==> config.mk <==
export PLATFORM = sky130hd
export DESIGN_NAME = uart_tx_mmio
export DESIGN_NICKNAME = d
export VERILOG_FILES = /design/src/rtl/uart_tx_mmio.sv
export SDC_FILE = /design/constraint.sdc
export NUM_CORES = 1
export LEC_CHECK = 0
export BUFFER_PORTS_ARGS = -buffer_cell sky130_fd_sc_hd__buf_2
export CAP_MARGIN = 0
export CORE_ASPECT_RATIO = 1.25
export CORE_MARGIN = 5
export CORE_UTILIZATION = 40
export DETAILED_ROUTE_END_ITERATION = 12
export HOLD_SLACK_MARGIN = 0.12
export PLACE_DENSITY = 0.65
export SYNTH_ARGS = -nofsm -noshare
export SYNTH_HDL_FRONTEND = slang
export SYNTH_SLANG_ARGS = --single-unit
==> constraint.sdc <==
create_clock -name CLK -period 2.8 [get_ports CLK]
set_clock_uncertainty 0.05 [all_clocks]
set_input_delay 0.56 -clock CLK [delete_from_list [all_inputs] [get_ports CLK]]
set_output_delay 0.56 -clock CLK [all_outputs]
set_load 0.02 [all_outputs]
==> src/rtl/uart_tx_mmio.sv <==
// uart_tx_mmio: MMIO UART transmitter, FIFO-fed 8N1 serialiser (8E1 when UART_TX_PARITY_EN is defined)
module uart_tx_mmio #(
    parameter int CLK_FREQ_HZ = 12000000,
    parameter int BAUD        = 115200,
    parameter int FIFO_DEPTH  = 4
) (
    input  logic        CLK,
    input  logic        resetn,
    input  logic        io_wr,
    input  logic        io_rd,
    input  logic        io_addr,
    input  logic [31:0] io_wdata,
    output logic [31:0] io_rdata,
    output logic        TXD,
    output logic        tx_busy
);
    localparam int DIV = CLK_FREQ_HZ / BAUD;
    localparam int AW  = $clog2(FIFO_DEPTH);
    localparam int CW  = $clog2(DIV);
    typedef enum logic [2:0] {IDLE, START, DATA, PARITY, STOP} state_t;
    state_t          state_q;
    logic [CW-1:0]   cnt_q;
    logic [2:0]      bit_q;
    logic [7:0]      data_q;
    logic            txd_q;
    logic [AW:0]     wr_ptr_q, rd_ptr_q;
    logic [7:0]      mem_q [FIFO_DEPTH];
    logic            ovf_q;
    logic [31:0]     rdata_q;
    logic            empty, full, cnt_last, pop, wr_data, push, drop, unused_ok;
    assign empty     = wr_ptr_q == rd_ptr_q;
    assign full      = (wr_ptr_q[AW] != rd_ptr_q[AW]) && (wr_ptr_q[AW-1:0] == rd_ptr_q[AW-1:0]);
    assign cnt_last  = cnt_q == CW'(DIV - 1);
    assign pop       = !empty && (state_q == IDLE || (state_q == STOP && cnt_last));
    assign wr_data   = io_wr && !io_addr;
    assign push      = wr_data && (!full || pop);
    assign drop      = wr_data && full && !pop;
    assign tx_busy   = !empty || state_q != IDLE;
    assign TXD       = txd_q;
    assign io_rdata  = rdata_q;
    assign unused_ok = &{1'b0, io_wdata[31:8]};
    // FIFO pointers, storage and sticky overflow; an overflowing push beats a same-cycle clear
    always_ff @(posedge CLK) begin
        if (!resetn) begin
            wr_ptr_q <= '0;
            rd_ptr_q <= '0;
            ovf_q    <= 1'b0;
        end else begin
            if (push) begin
                mem_q[wr_ptr_q[AW-1:0]] <= io_wdata[7:0];
                wr_ptr_q <= wr_ptr_q + 1'b1;
            end
            if (pop) rd_ptr_q <= rd_ptr_q + 1'b1;
            ovf_q <= drop || (ovf_q && !(io_wr && io_addr && io_wdata[3]));
        end
    end
    // Frame serialiser: each non-idle state lasts DIV cycles, TXD registered alongside the state
    always_ff @(posedge CLK) begin
        if (!resetn) begin
            state_q <= IDLE;
            cnt_q   <= '0;
            bit_q   <= '0;
            data_q  <= '0;
            txd_q   <= 1'b1;
        end else begin
            cnt_q <= (state_q == IDLE || cnt_last) ? '0 : cnt_q + 1'b1;
            case (state_q)
                IDLE: if (pop) begin
                    state_q <= START;
                    data_q  <= mem_q[rd_ptr_q[AW-1:0]];
                    txd_q   <= 1'b0;
                end
                START: if (cnt_last) begin
                    state_q <= DATA;
                    bit_q   <= '0;
                    txd_q   <= data_q[0];
                end
                DATA: if (cnt_last) begin
                    if (bit_q == 3'd7) begin
`ifdef UART_TX_PARITY_EN
                        state_q <= PARITY;
                        txd_q   <= ^data_q;
`else
                        state_q <= STOP;
                        txd_q   <= 1'b1;
`endif
                    end else begin
                        bit_q <= bit_q + 3'd1;
                        txd_q <= data_q[bit_q + 3'd1];
                    end
                end
`ifdef UART_TX_PARITY_EN
                PARITY: if (cnt_last) begin
                    state_q <= STOP;
                    txd_q   <= 1'b1;
                end
`endif
                STOP: if (cnt_last) begin
                    state_q <= pop ? START : IDLE;
                    txd_q   <= !pop;
                    if (pop) data_q <= mem_q[rd_ptr_q[AW-1:0]];
                end
                default: begin
                    state_q <= IDLE;
                    txd_q   <= 1'b1;
                end
            endcase
        end
    end
    // Registered read port; holds its value between reads
    always_ff @(posedge CLK) begin
        if (!resetn) rdata_q <= '0;
        else if (io_rd) rdata_q <= io_addr ? {28'b0, ovf_q, empty, full, tx_busy} : '0;
    end
endmodule

==> flow_summary.json, run 1 <==
{
  "seq_area_frac_synth": 0.533,
  "peakVddDrop_mv": 0.411,
  "die-area_um2": 9660,
  "port_buffers": 18,
  "critical_path_class": "reg2reg",
  "grt_first_pass_wirelength_um": 8560,
  "finalSetupViolations": 0,
  "reg2reg_depth": 6,
  "rows": 36,
  "detailedRoute.firstIterationViolations": 61,
  "critPathArrivalTime_ns": 2.42,
  "fmax_mhz": 404,
  "synth_common_cells": "dfxtp_1 (35), edfxtp_1 (32), buf_4 (28)",
  "vias_per_cell": 4.73,
  "hold-path-endpoint": "mem_q[1][4]$_DFFE_PP_",
  "syn-cell-area_um2": 3120,
  "final_layout_size_suffix_gt1_frac": 0.189,
  "fin_crit_ns": 2.48,
  "cts_buffer_depth": 2,
  "hold_depth": 1,
  "timing.rr.start": "cnt_q[0]$_SDFF_PP0_",
  "final.setup.tns_ns": 0,
  "slew_viol_final": 0,
  "grt_max_degree": 25,
  "cts_tree": "yes",
  "place_inst": 359,
  "max-slew-margin-rel": 0.617,
  "fp.dieH_um": 109,
  "cp-start-kind": "flop",
  "ys_ff_latch": 67,
  "cp_cell_sequence": "ha_1, nand3_1, o21ai_2, a31oi_1, nor3b_2, and3_1",
  "r2r-end": "mem_q[2][1]$_DFFE_PP_",
  "rrSetupSlack_ns": 0.32,
  "cts_root_buf": "clkbuf_8",
  "fin_util": 0.439,
  "cts-buffers-inserted": 9,
  "clock-sinks": 67,
  "htree_levels": 3,
  "synth_edf_count": 32,
  "clk_latency_ns": 0.34,
  "p_leak_nw": 1.26,
  "grt_usage": 0.117,
  "fin_crit_sh": 0.884,
  "cp.buffers_inverters": 0,
  "drc_errors": 0,
  "antenna_found_initial": 0,
  "wl_per_cell_um": 13.1,
  "io_pins": 71,
  "stdcell_count": 375,
  "min_path_type": "in2reg",
  "yosysMostFrequentCell": "dfxtp_1",
  "hold_viol": 0,
  "crit_start": "cnt_q[0]$_SDFF_PP0_",
  "synth_area_leaders": "edfxtp_1 (31%), dfxtp_1 (22%), mux4_2 (7.2%), buf_4 (6.7%), mux2i_1 (4.5%)",
  "post-cts-setup-buffers": 0,
  "crit_family": "simple AND/OR/NAND/NOR gates",
  "dr_total_vias": 1775,
  "die_w_um": 88.9,
  "worst_pin_slew_ns": 0.573,
  "grt_overflow": 0,
  "place.gp.congestion": 0.814,
  "end_kind": "flop",
  "syn_avg_cell_area_um2": 12.2,
  "postRouteWirelength_um": 4930,
  "synth_cell_types": 45,
  "cts_resized": 0,
  "yosys.area.top_type": "edfxtp_1",
  "drt-pass1-iter-count": 4,
  "detail-route-antenna-nets": 0,
  "antenna_cells": 0,
  "syn_to_final_growth_pct": 8.59,
  "fin_area_um2": 3380,
  "core_um2": 7700,
  "max_cap_viol_count": 0,
  "final_nets": 320,
  "ys.flop_type": "dfxtp_1",
  "slowest_stage": "and3_1",
  "power.density_nw_per_um2": 761,
  "yosysWarnings": 0,
  "placed_cell_area_um2": 3180,
  "hold_start": "io_wdata[4]",
  "start_util": 0.404,
  "hold_buffers": 0,
  "dp_hpwl_um": 3560,
  "rsz0062_at_grt": "false",
  "synthArstFlopShare": 0,
  "cpPeakStageDelay_ns": 0.50,
  "synthCells": 255,
  "grt_pass1_vias": 1817,
  "path_clk_slew_ns": 0.07,
  "crit_path_max_fanout": 8,
  "synth_top_area_frac": 0.308,
  "required_ns": 2.74,
  "status": "completed"
}
[sequential cells by signal, summed over array words and instances, names as in the netlist, named ones only]
signal,cells
bit_q,3
cnt_q,7
wr_ptr_q,3
rd_ptr_q,3
ovf_q,1
state_q,3
TXD,1
io_rdata,4
mem_q,32
data_q,8
[power breakdown]
part,switching [W],internal (W)
sequential,0.000110,0.00112
combinational,0.000282,0.000267
clock,0.000381,0.000417
total,0.000772,0.00180
[routing by layer]
| layer | share of wire | GRT usage | vias to the layer above |
|---|---|---|---|
| li1 | - | - | 894 |
| met1 | 0.42 | 0.132 | 830 |
| met2 | 0.51 | 0.196 | 39 |
| met3 | 0.052 | 0.0317 | 12 |
| met4 | 0.025 | 0.0660 | 0 |
| met5 | 0 | 0 | - |
[layout make-up]
class / count / area (µm²)
clock buffer: 9 / 124
clock inverter: 7 / 76.3
inverter: 7 / 26.3
fill: 699 / 4320
timing repair buffer: 20 / 105
multi-input combinational: 170 / 1270
tap: 95 / 119
sequential: 67 / 1660
[cells in the final DEF (no fill, tap or decap), types with 5 or more instances in the layout]
| cell type | instances |
|---|---|
| dfxtp_1 | 35 |
| edfxtp_1 | 32 |
| conb_1 | 28 |
| buf_2 | 18 |
| mux2i_1 | 14 |
| nor2_1 | 13 |
| nand2_1 | 12 |
| nor2b_1 | 11 |
| nand2b_1 | 10 |
| mux4_2 | 10 |
| clkbuf_8 | 9 |
| nand3_1 | 8 |
| ha_1 | 8 |
| inv_1 | 7 |
| xor2_1 | 5 |
| and3_1 | 5 |
[per-stage QoR]
| stage | total power (W) | setup WS, ns | hold slack [ns] |
|---|---|---|---|
| 6_report | 0.00258 | 0.325 | 0.378 |
| 5_1_grt | 0.00274 | 0.117 | 0.356 |
| 4_1_cts | 0.00261 | 0.267 | 0.364 |
| 3_5_place_dp | 0.00181 | 0.284 | 0.392 |
| 3_3_place_gp | 0.00180 | 0.298 | 0.380 |
| 2_1_floorplan | 0.00172 | 0.723 | 0.368 |
[kinds of logic after synthesis]
logic type / share of synthesized area
compound gates: 0.0450
xor+xnor: 0.0253
fa+ha+maj: 0.0321
buf+inv: 0.0912
flops: 0.533
mux: 0.121
other cells: 0.00120
simple gates: 0.151
[how the worst max path moves through the flow]
| stage | to | slack, ns | cells after the start |
|---|---|---|---|
| detailed placement | mem_q[2][2]$_DFFE_PP_ | 0.28 | 6 |
| global route | mem_q[2][3]$_DFFE_PP_ | 0.12 | 6 |
| global placement | mem_q[3][2]$_DFFE_PP_ | 0.30 | 6 |
| floorplan | mem_q[0][0]$_DFFE_PP_ | 0.72 | 5 |
| finish | mem_q[2][1]$_DFFE_PP_ | 0.32 | 6 |
| CTS | mem_q[2][1]$_DFFE_PP_ | 0.27 | 6 |
No activity file was read; power rests on OpenSTA's default activity.
==> run 2, diff against run 1 <==
--- a/config.mk
+++ b/config.mk
@@ -7,7 +7,6 @@
 export LEC_CHECK = 0
 export BUFFER_PORTS_ARGS = -buffer_cell sky130_fd_sc_hd__buf_2
 export CAP_MARGIN = 0
-export CORE_ASPECT_RATIO = 1.25
 export CORE_MARGIN = 5
 export CORE_UTILIZATION = 40
 export DETAILED_ROUTE_END_ITERATION = 12
==> flow_summary.json, run 2 (synthesized netlist as in run 1, its figures left out) <==
{
  "critical_path_class": "reg2reg",
  "cts-buffers-inserted": 9,
  "grt_usage": 0.104,
  "end_kind": "flop",
  "cts_resized": 0,
  "dp_slack_ns": 0.279,
  "grt_first_pass_wirelength_um": 7960,
  "fin_crit_ns": 2.48,
  "antenna_found_initial": 0,
  "final.setup.tns_ns": 0,
  "fmax_mhz": 404,
  "dp_hpwl_um": 3430,
  "grt_overflow": 0,
  "final_layout_size_suffix_gt1_frac": 0.189,
  "htree_levels": 3,
  "cts_tree": "yes",
  "grt_pass1_vias": 1730,
  "fp.dieH_um": 98.3,
  "io_pins": 71,
  "postRouteWirelength_um": 4830,
  "fin_crit_sh": 0.884,
  "max-slew-margin-rel": 0.596,
  "crit_path_max_fanout": 8,
  "rows": 32,
  "rsz0062_at_grt": "false",
  "place.gp.congestion": 0.817,
  "drt-pass1-iter-count": 4,
  "place_inst": 366,
  "drc_errors": 0,
  "stdcell_count": 382,
  "cp-start-kind": "flop",
  "vias_per_cell": 4.69,
  "min_path_type": "in2reg",
  "hold-path-endpoint": "mem_q[2][4]$_DFFE_PP_",
  "status": "completed",
  "rrSetupSlack_ns": 0.32,
  "worst_pin_slew_ns": 0.604,
  "slew_viol_final": 0,
  "cts_root_buf": "clkbuf_8",
  "core_um2": 7650,
  "detailedRoute.firstIterationViolations": 62,
  "required_ns": 2.74,
  "clock-sinks": 67,
  "antenna_cells": 0,
  "max_cap_viol_count": 0,
  "hold_depth": 1,
  "dr_total_vias": 1792,
  "post-cts-setup-buffers": 0,
  "hold_buffers": 0,
  "port_buffers": 18,
  "die-area_um2": 9650,
  "hold_start": "io_wdata[4]",
  "p_leak_nw": 1.28,
  "grt_max_degree": 20,
  "wl_per_cell_um": 12.6,
  "r2r-end": "mem_q[3][7]$_DFFE_PP_",
  "syn_to_final_growth_pct": 9.80,
  "final.setup.worst_slack_ns": 0.324,
  "largest_reg_flops": 32,
  "peakVddDrop_mv": 0.528,
  "critPathArrivalTime_ns": 2.41,
  "final_nets": 320,
  "finalSetupViolations": 0,
  "timing.rr.start": "cnt_q[0]$_SDFF_PP0_",
  "hold_viol": 0,
  "reg2reg_depth": 6,
  "die_w_um": 98.3,
  "start_util": 0.407,
  "layout_common_cells": "dfxtp_1 (35), edfxtp_1 (32), conb_1 (28)",
  "clk_latency_ns": 0.34,
  "detail-route-antenna-nets": 0,
  "power.density_nw_per_um2": 786,
  "final_common_cell": "dfxtp_1",
  "cts_buffer_depth": 2,
  "path_clk_slew_ns": 0.08
}
-- run 2: cell type report --
type	instances	area (µm²)
clock buffer	9	124
clock inverter	7	105
fill	712	4230
inverter	7	26.3
multi-input combinational	170	1270
sequential	67	1660
tap	102	128
timing repair buffer	20	105
-- run 2: per-stage QoR --
step	hold WS (ns)	instance area, µm²	utilization	total power (W)
after global placement	0.381	3190	0.417	0.00180
after global routing	0.364	3420	0.447	0.00284
after floorplan	0.368	3220	-	0.00172
after detailed placement	0.403	3190	0.417	0.00181
final	0.376	3420	0.447	0.00269
after CTS	0.362	3420	0.447	0.00273
-- run 2: report_power, final --
part	switching (W)	internal [W]	total, W
Clock	0.000395	0.000516	0.000911
Combinational	0.000281	0.000267	0.000548
Sequential	0.000112	0.00112	0.00123
-- run 2: critical path, cell delays in order, from the launching register on --
cell,delay (ns)
dfxtp_1,0.36
ha_1,0.22
nand3_1,0.16
o21ai_2,0.24
a31oi_1,0.20
nor3b_2,0.39
and3_1,0.50
-- run 2: worst max path at each step --
| stage | end | cells after the start | from |
|---|---|---|---|
| floorplan | mem_q[0][0]$_DFFE_PP_ | 5 | cnt_q[3]$_SDFF_PP0_ |
| detailed placement | mem_q[3][4]$_DFFE_PP_ | 6 | cnt_q[0]$_SDFF_PP0_ |
| finish | mem_q[3][7]$_DFFE_PP_ | 6 | cnt_q[0]$_SDFF_PP0_ |
| global route | mem_q[0][0]$_DFFE_PP_ | 6 | cnt_q[0]$_SDFF_PP0_ |
| CTS | mem_q[3][7]$_DFFE_PP_ | 6 | cnt_q[0]$_SDFF_PP0_ |
| global placement | mem_q[3][4]$_DFFE_PP_ | 6 | cnt_q[0]$_SDFF_PP0_ |
-- run 2: metal layers --
metal | vias up | track usage | share of wire
met4 | 0 | 0.0473 | 0.019
li1 | 889 | - | -
met5 | - | 0 | 0
met2 | 43 | 0.167 | 0.48
met3 | 10 | 0.0343 | 0.054
met1 | 850 | 0.128 | 0.44
